[src/rtl/demux1_8_stream_if.sv]
// ============================================================================
// Module      : demux1_8_stream_if
// Description : Producer-side and consumer-side handshake bundle for the
//               1-to-8 stream demultiplexer.
// Revision    : 1.0 - initial release
// ============================================================================
`default_nettype none

interface demux1_8_stream_if #(
    parameter int WIDTH = 32
);
    logic [WIDTH-1:0]   in_data;
    logic [2:0]         in_sel;
    logic               in_bcast;
    logic               in_valid;
    logic               in_ready;
    logic [8*WIDTH-1:0] out_data;
    logic [7:0]         out_valid;
    logic [7:0]         out_ready;
    logic               busy;

    // Environment view: drives the producer side and the consumer readies.
    modport master (
        output in_data, in_sel, in_bcast, in_valid, out_ready,
        input  in_ready, out_data, out_valid, busy
    );

    // Demultiplexer view.
    modport slave (
        input  in_data, in_sel, in_bcast, in_valid, out_ready,
        output in_ready, out_data, out_valid, busy
    );
endinterface

`default_nettype wire

[src/rtl/demux1_8_stream.sv]
// ============================================================================
// Module      : demux1_8_stream
// Description : Registered 1-to-8 stream demultiplexer with per-channel
//               one-entry holding registers, unicast or broadcast steering.
// Revision    : 1.0 - initial release
// ============================================================================
`default_nettype none

module demux1_8_stream #(
    parameter int WIDTH = 32
) (
    input  wire logic         clk,
    input  wire logic         reset_n,
    demux1_8_stream_if.slave  bus
);

    localparam int C_NCH = 8;

    logic [C_NCH-1:0][WIDTH-1:0] r_data;
    logic [C_NCH-1:0]            r_valid;

    logic [C_NCH-1:0] w_free;
    logic [C_NCH-1:0] w_wr;
    logic             w_in_ready;
    logic             w_accept;

    // A channel can take a word if it is empty or its consumer drains it now.
    assign w_free     = ~r_valid | bus.out_ready;
    assign w_in_ready = bus.in_bcast ? (&w_free) : w_free[bus.in_sel];
    assign w_accept   = bus.in_valid & w_in_ready;

    always_comb begin
        w_wr = '0;
        if (w_accept) begin
            if (bus.in_bcast) begin
                w_wr = {C_NCH{1'b1}};
            end else begin
                w_wr = C_NCH'(1) << bus.in_sel;
            end
        end
    end

    // A write wins over a drain, so a drained-and-refilled channel has no bubble.
    always_ff @(posedge clk or negedge reset_n) begin
        if (!reset_n) begin
            r_valid <= '0;
            r_data  <= '0;
        end else begin
            for (int i = 0; i < C_NCH; i++) begin
                if (w_wr[i]) begin
                    r_data[i]  <= bus.in_data;
                    r_valid[i] <= 1'b1;
                end else if (bus.out_ready[i]) begin
                    r_valid[i] <= 1'b0;
                end
            end
        end
    end

    assign bus.in_ready  = w_in_ready;
    assign bus.out_data  = r_data;
    assign bus.out_valid = r_valid;
    assign bus.busy      = |r_valid;

endmodule

`default_nettype wire

[src/flat_wrapper.sv]
// flat-port wrapper written by rule: the top's interface ports become plain ports
module demux1_8_stream_flat 
#(
    parameter int WIDTH = 32
)
  (clk, reset_n, bus_in_data, bus_in_sel, bus_in_bcast, bus_in_valid, bus_out_ready, bus_in_ready, bus_out_data, bus_out_valid, bus_busy);
  demux1_8_stream_if #(.WIDTH(WIDTH)) bus_i ();
  input  wire logic clk;
  input  wire logic reset_n;
  input wire logic [$bits(bus_i.in_data)-1:0] bus_in_data;
  input wire logic [$bits(bus_i.in_sel)-1:0] bus_in_sel;
  input wire logic [$bits(bus_i.in_bcast)-1:0] bus_in_bcast;
  input wire logic [$bits(bus_i.in_valid)-1:0] bus_in_valid;
  input wire logic [$bits(bus_i.out_ready)-1:0] bus_out_ready;
  output wire logic [$bits(bus_i.in_ready)-1:0] bus_in_ready;
  output wire logic [$bits(bus_i.out_data)-1:0] bus_out_data;
  output wire logic [$bits(bus_i.out_valid)-1:0] bus_out_valid;
  output wire logic [$bits(bus_i.busy)-1:0] bus_busy;
  assign bus_i.in_data = bus_in_data;
  assign bus_i.in_sel = bus_in_sel;
  assign bus_i.in_bcast = bus_in_bcast;
  assign bus_i.in_valid = bus_in_valid;
  assign bus_i.out_ready = bus_out_ready;
  assign bus_in_ready = bus_i.in_ready;
  assign bus_out_data = bus_i.out_data;
  assign bus_out_valid = bus_i.out_valid;
  assign bus_busy = bus_i.busy;
  demux1_8_stream #(.WIDTH(WIDTH)) u_core (.clk(clk), .reset_n(reset_n), .bus(bus_i));
endmodule
[config.mk]
export PLATFORM = sky130hd
export DESIGN_NAME = demux1_8_stream_flat
export DESIGN_NICKNAME = d
export VERILOG_FILES = /design/src/rtl/demux1_8_stream_if.sv /design/src/rtl/demux1_8_stream.sv /design/src/flat_wrapper.sv
export SDC_FILE = /design/constraint.sdc
export NUM_CORES = 1
export LEC_CHECK = 0
export CAP_MARGIN = 0
export CORE_MARGIN = 3
export CORE_UTILIZATION = 52
export CTS_BUF_LIST = sky130_fd_sc_hd__clkbuf_8 sky130_fd_sc_hd__clkbuf_16
export DETAILED_ROUTE_END_ITERATION = 8
export HOLD_SLACK_MARGIN = 0.02
export PLACE_DENSITY = 0.86
export SLEW_MARGIN = 20
export SYNTH_ARGS = -nofsm -noshare
export SYNTH_HDL_FRONTEND = slang
export SYNTH_SLANG_ARGS = --single-unit
[constraint.sdc]
create_clock -name clk -period 6.24 [get_ports clk]
set_input_delay 0.624 -clock clk [delete_from_list [all_inputs] [get_ports clk]]
set_output_delay 0.624 -clock clk [all_outputs]
set_load 0.005 [all_outputs]
==> metrics, run 1 <==
Internal ~4.7 mW; Max VDD drop between 200 and 300 uV; nature of the critical path startpoint input pin; HPWL reported at the end of detailed placement between 15000 and 20000 microns; CTS Sinks about 260; Nets 984; Tot Pwr 6.39 mW; CTS tree built; highest clock rate 257 MHz; CP Cell Sequence clkdlybuf4s50_1 -> inv_1 -> a2111oi_2 -> nand4_1 -> a21oi_4 -> buf_4 -> mux2_4; Cell variety after synth 33; Setup TNS Final 0 ps; Clock Skew 11.5 ps; DRC Markers 0; fin util 71.7%; vias in the first global route between 7000 and 8000; most frequent cells in the layout clkdlybuf4s50_1 (311), dfrtp_1 (264), mux2_4 (223); Main synth FF type dfrtp_1; global-route usage over all layers 24.3%; Synth area leaders dfrtp_1 (58%), mux2_4 (30%), buf_12 (3.7%); Crit Path Max Fanout 21; yosys warns 0; total core area 21200 sq um; pin count of the biggest net entering global routing roughly 140; Final WS setup 2350 ps; Net Switching ~1.7 mW; Ports around 310; Final Hold Vio Count 0; initial antenna violation count 0; Mapped Cells 614; Sw Ratio 26.3%; Comb pwr share 35.4%; Post-Syn Area about 11000 sq um; Chip Width 153 microns; Flop pwr share 40.7%; vias per cell 5.26; max_slew headroom 28.1%; CTS max path bufs 3; Post-CTS Hold Buffers 0; RSZ-0062 raised after global routing no; Routed WL per cell between 20 and 25 microns; synthesized flop and latch total approximately 260; number of max-cap violations 0; Lkg Pwr 6.74 nW; # setup viols final 0; Slew Limit Fails 0; share of the synthesized area in the top cell type 58.4%; Power per Cell Area 420 nW/um^2; Crit Path Category in -> reg; Fill cells 1407; Syn Nets ~660; Port-buffer cells around 310; Post-Place Worst Slack 1800 ps; most common cell after layout, fill and taps aside clkdlybuf4s50_1; worst min path class in -> async; EDFF count, synth 0; slowest stage delay, CP 1170 ps; Yosys top cell by area dfrtp_1; # diodes 0; clock root cell clkbuf_16; CP endpoint kind flip-flop; Clk network pwr share 23.9%; status finished, final reports clean; Pre-antenna DRT Iters 4; fin crit period 3890 ps; r2r worst-path depth 6; # rows 53; gr ovfl total 0; Routed Antenna Nets 0; layout cells sized above 1 32.6%; total number of vias 6449; Die Height around 150 microns; Post-CTS Resized 0; cts bufs inserted 27; placed cell count ~1200; Crit path required time 6640 ps; Avg Inst Size Synth 18.4 sq um; die footprint roughly 24000 sq um; period utilisation layout between 60 and 70%; Finished Layout Cells between 1000 and 1500; Syn-to-layout area delta 34.5%; H-tree lvl count 1; Worst Max-Slew Pin Slew around 1100 ps; Initial Utilization 53.3%; ys async rst share 100%; Worst-path clk slew 60 ps; Worst Path Arrival 4290 ps; Slowest cell on crit path a21oi_4; routed wire length 29000 microns; setup bufs post-CTS 0; sequential area share after synthesis 58.4%; clock latency on the worst-skew pair between 500 and 600 ps; first-pass GRT wire length 45000 microns; GPL Wtd Cong approximately 0.84; initial drt markers 245
-- worst paths after layout --
kind,start,end,slack [ps]
min in group clk,u_core.bus.out_data[155],u_core.bus.out_data[155],490
max reg2reg,u_core.bus.out_valid[0],u_core.bus.out_data[227],2480
min,reset_n,u_core.bus.out_data[150],130
min reg2reg,u_core.bus.out_data[155],u_core.bus.out_data[155],490
max,bus_out_ready[3],u_core.bus.out_data[227],2350
max in group asynchronous,reset_n,u_core.bus.out_data[70],4860
-- worst max-delay path, delay by kind of cell --
family                 cells  cell delay [ps]
buffers and inverters      3              980
AO/OA/AOI/OAI              2             1520
AND/OR/NAND/NOR            1              810
multiplexers               1              330
-- cells in the mapped netlist, types with 2 or more instances --
master and count:
nor2b_1 3, buf_6 5, a21oi_4 8, a21o_1 6
dfrtp_1 264, nor2_1 4, nor4_1 2, nor3b_1 3
mux2_4 223, buf_2 3, mux2_2 24, and3b_1 2
inv_1 5, o21ai_0 9, or2_1 2, nand2_1 6
mux2_1 9, buf_12 21
-- flip-flops by register name, indices dropped and copies added (netlist names) --
| signal | flops |
|---|---|
| u_core.bus.out_valid | 8 |
| u_core.bus.out_data | 256 |
-- kinds of logic after synthesis --
kind of cell           synth area share [%]
AND/OR/NAND/NOR                        1.68
flip-flops                             58.4
AO/OA/AOI/OAI                          2.39
multiplexers                           32.9
buffers and inverters                  4.58
-- power groups by stage --
stage	Combinational, mW	Clock, mW	Sequential (mW)
floorplan	0.894	0	2.59
global placement	2.23	0	2.58
detailed placement	2.28	0	2.60
CTS	2.29	1.56	2.59
global route	2.38	1.62	2.66
finish	2.26	1.53	2.60
-- layout make-up --
| class | instances | area, sq um | share of cell area [%] |
|---|---|---|---|
| Inverter | 5 | 18.8 | 0.123 |
| Sequential cell | 264 | 6610 | 43.4 |
| Timing Repair Buffer | 324 | 3230 | 21.2 |
| Multi-Input combinational cell | 315 | 4180 | 27.5 |
| Clock buffer | 28 | 689 | 4.53 |
| Tap cell | 275 | 344 | 2.26 |
| Clock inverter | 15 | 135 | 0.889 |
-- layer usage --
metal  part of all wire [%]  wire length [microns]  GRT usage, %  vias up
met1                     43                  12600          33.8     3340
met5                      0                      0             0        -
met2                     46                  13500          38.1      271
met4                    2.1                    622          5.89        0
li1                       -                      -             -     2802
met3                    8.2                   2380          7.47       36
-- metrics by stage --
| stage | hold WS, ps | cell area [sq um] |
|---|---|---|
| after floorplan | 328 | 11300 |
| after global placement | 468 | 14400 |
| after detailed placement | 478 | 14400 |
| after CTS | 208 | 15200 |
| after global routing | 238 | 15200 |
| final | 131 | 15200 |
Note: power is estimated with default switching activity, not from simulation.
==> run 2: changes to the inputs <==
Settings changed: CORE_UTILIZATION 52 to 44, PLACE_DENSITY 0.86 to 0.77.
Clock period 6.24 ns to 3.5 ns, I/O delays scaled along.
==> metrics, run 2 (same netlist as run 1, synthesis figures left out) <==
status finished, final reports clean; nature of the critical path startpoint input pin; cts bufs inserted 28 (+3.7%); most used cell, CP clkdlybuf4s50_1; Chip Width 166 microns (+8.4%); Clk network pwr share 27.1% (+3.2 points); Sw Ratio 25.4% (-0.84 points); # rows 58 (+9.4%); highest clock rate 353 MHz; Syn-to-layout area delta 37.7%; Internal 8.82 mW (+87%); CTS tree built; DP Area 14500 sq um (+1.1%); Port-buffer cells 312 (unchanged); Net Switching 3.01 mW (+79%); number of max-cap violations 0 (unchanged); vias per cell 4.94 (-6.0%); pin count of the biggest net entering global routing 92 (-35%); global-route usage over all layers 20.7% (-3.7 points); Crit Path Category in -> out; first-pass GRT wire length 45300 microns (+0.71%); Comb pwr share 34.0% (-1.4 points); Lkg Pwr 6.88 nW (+2.1%); GPL Wtd Cong 0.789 (-6.4%); vias in the first global route 7137 (+1.9%); DRC Markers 0 (unchanged); layout cells sized above 1 34.2% (+1.6 points); fin crit period roughly 2800 ps; gr ovfl total 0 (unchanged); most common cell after layout, fill and taps aside clkdlybuf4s50_1; Setup TNS Final 0 ps (unchanged); Crit Path Max Fanout 12 (-43%); Post-CTS Hold Buffers 1 (+1); clock latency on the worst-skew pair 530 ps (about the same); Max VDD drop 463 uV (+72%); max_slew headroom 51.8% (+24 points); RSZ-0062 raised after global routing no; final instance area 15600 sq um (+2.3%); Final Hold Vio Count 0 (unchanged); initial drt markers 350 (+43%); Routed WL per cell 22.4 microns (-5.4%); Worst Max-Slew Pin Slew 723 ps (-352 ps); clock root cell clkbuf_16; Die Height 166 microns (+8.4%); total core area 25200 sq um (+19%); Routed Antenna Nets 0 (unchanged); Crit path required time 3150 ps (-3490 ps); Fill cells 1882 (+34%); Initial Utilization 44.9% (-8.4 points); HPWL reported at the end of detailed placement 19400 microns (-1.7%); Slowest cell on crit path clkdlybuf4s50_1; Ports 313 (unchanged); slowest stage delay, CP 680 ps (-490 ps); Pre-antenna DRT Iters 4 (unchanged); routed wire length 29100 microns (+0.24%); Nets 994 (+1.0%); Clock Skew 9.83 ps (-1.64 ps); Storage cell area 6610 sq um (unchanged); Worst-path clk slew 60 ps (about the same); Hold WS 384 ps (+253 ps); die footprint 27700 sq um (+17%); CP endpoint kind primary output; initial antenna violation count 0 (unchanged); Flop pwr share 38.9% (-1.8 points); # setup viols final 0 (unchanged); worst min path class in -> async; Worst Path Arrival 2490 ps (-1800 ps); CP Cell Sequence clkdlybuf4s50_1 -> nor2b_2 -> a22oi_1 -> a32oi_1 -> buf_4 -> nand2_1 -> clkdlybuf4s50_1; setup bufs post-CTS 0 (unchanged); period utilisation layout 81.0%; H-tree lvl count 1 (unchanged); Multi-input gate area 4180 sq um (unchanged); max FFs per register 256 (unchanged); most frequent cells in the layout clkdlybuf4s50_1 (311), dfrtp_1 (264), mux2_4 (223); Post-CTS Resized 0 (unchanged); CTS Sinks 264 (unchanged); CTS max path bufs 3 (unchanged); Slew Limit Fails 0 (unchanged); total number of vias 6423 (-0.40%); Power per Cell Area 760 nW/um^2 (+81%); # diodes 0 (unchanged)
run 2: cell count changes in the layout (fill, tap and decap cells not counted), moves of 2 or more:
cell       change
buf_12         +2
clkinv_2       +6
inv_1          -4
clkbuf_8       +4
buf_4          +6
clkbuf_16      +2
bufinv_16      +3
run 2: final timing paths:
path / cells past startpoint / to / from / slack [ps]
max in group asynchronous: 3 / u_core.bus.out_data[213] / reset_n / 2070
max reg2reg: 7 / u_core.bus.out_data[97] / u_core.bus.out_valid[0] / 1160
min in group clk: 3 / u_core.bus.out_valid[7] / bus_out_ready[7] / 480
min reg2reg: 1 / u_core.bus.out_data[158] / u_core.bus.out_data[158] / 490
max: 7 / bus_in_ready / bus_in_sel[1] / 660
min: 2 / u_core.bus.out_data[215] / reset_n / 380
run 2: power by group through the flow:
stage               registers, mW  logic, mW  clock network (mW)
finish                       4.60       4.02                3.21
global placement             4.59       3.98                   0
detailed placement           4.60       4.06                   0
global route                 4.72       4.24                3.39
CTS                          4.60       4.07                3.28
floorplan                    4.61       1.59                   0
run 2: cell type report:
class | count | area share, %
Clock buffer | 34 | 5.11
Clock inverter | 18 | 1.43
Inverter | 5 | 0.121
Multi-Input combinational cell | 315 | 26.9
Sequential cell | 264 | 42.5
Tap cell | 330 | 2.65
Timing Repair Buffer | 333 | 21.4
run 2: critical path: cells and delay by family:
family / cells / cell delay (ps)
AO/OA/AOI/OAI: 2 / 330
buffers and inverters: 3 / 1470
AND/OR/NAND/NOR: 2 / 330
run 2: stage by stage:
stage | cells | setup slack [ps] | util (%) | power, mW
detailed placement | 1246 | 676 | 57.7 | 8.66
CTS | 1299 | 669 | 61.8 | 11.9
global route | 1299 | 558 | 61.8 | 12.4
global placement | 1246 | 734 | 57.7 | 8.57
floorplan | 614 | 1450 | - | 6.21
finish | 1299 | 664 | 61.8 | 11.8
run 2: per-layer routing:
layer	share of wire (%)	track usage (%)	routed length [microns]	vias to the layer above
met5	0	0	0	-
met4	2.5	5.49	740	0
met3	9.3	8.07	2720	55
met2	45	32.3	13200	255
met1	43	27.3	12500	3281
li1	-	-	-	2832
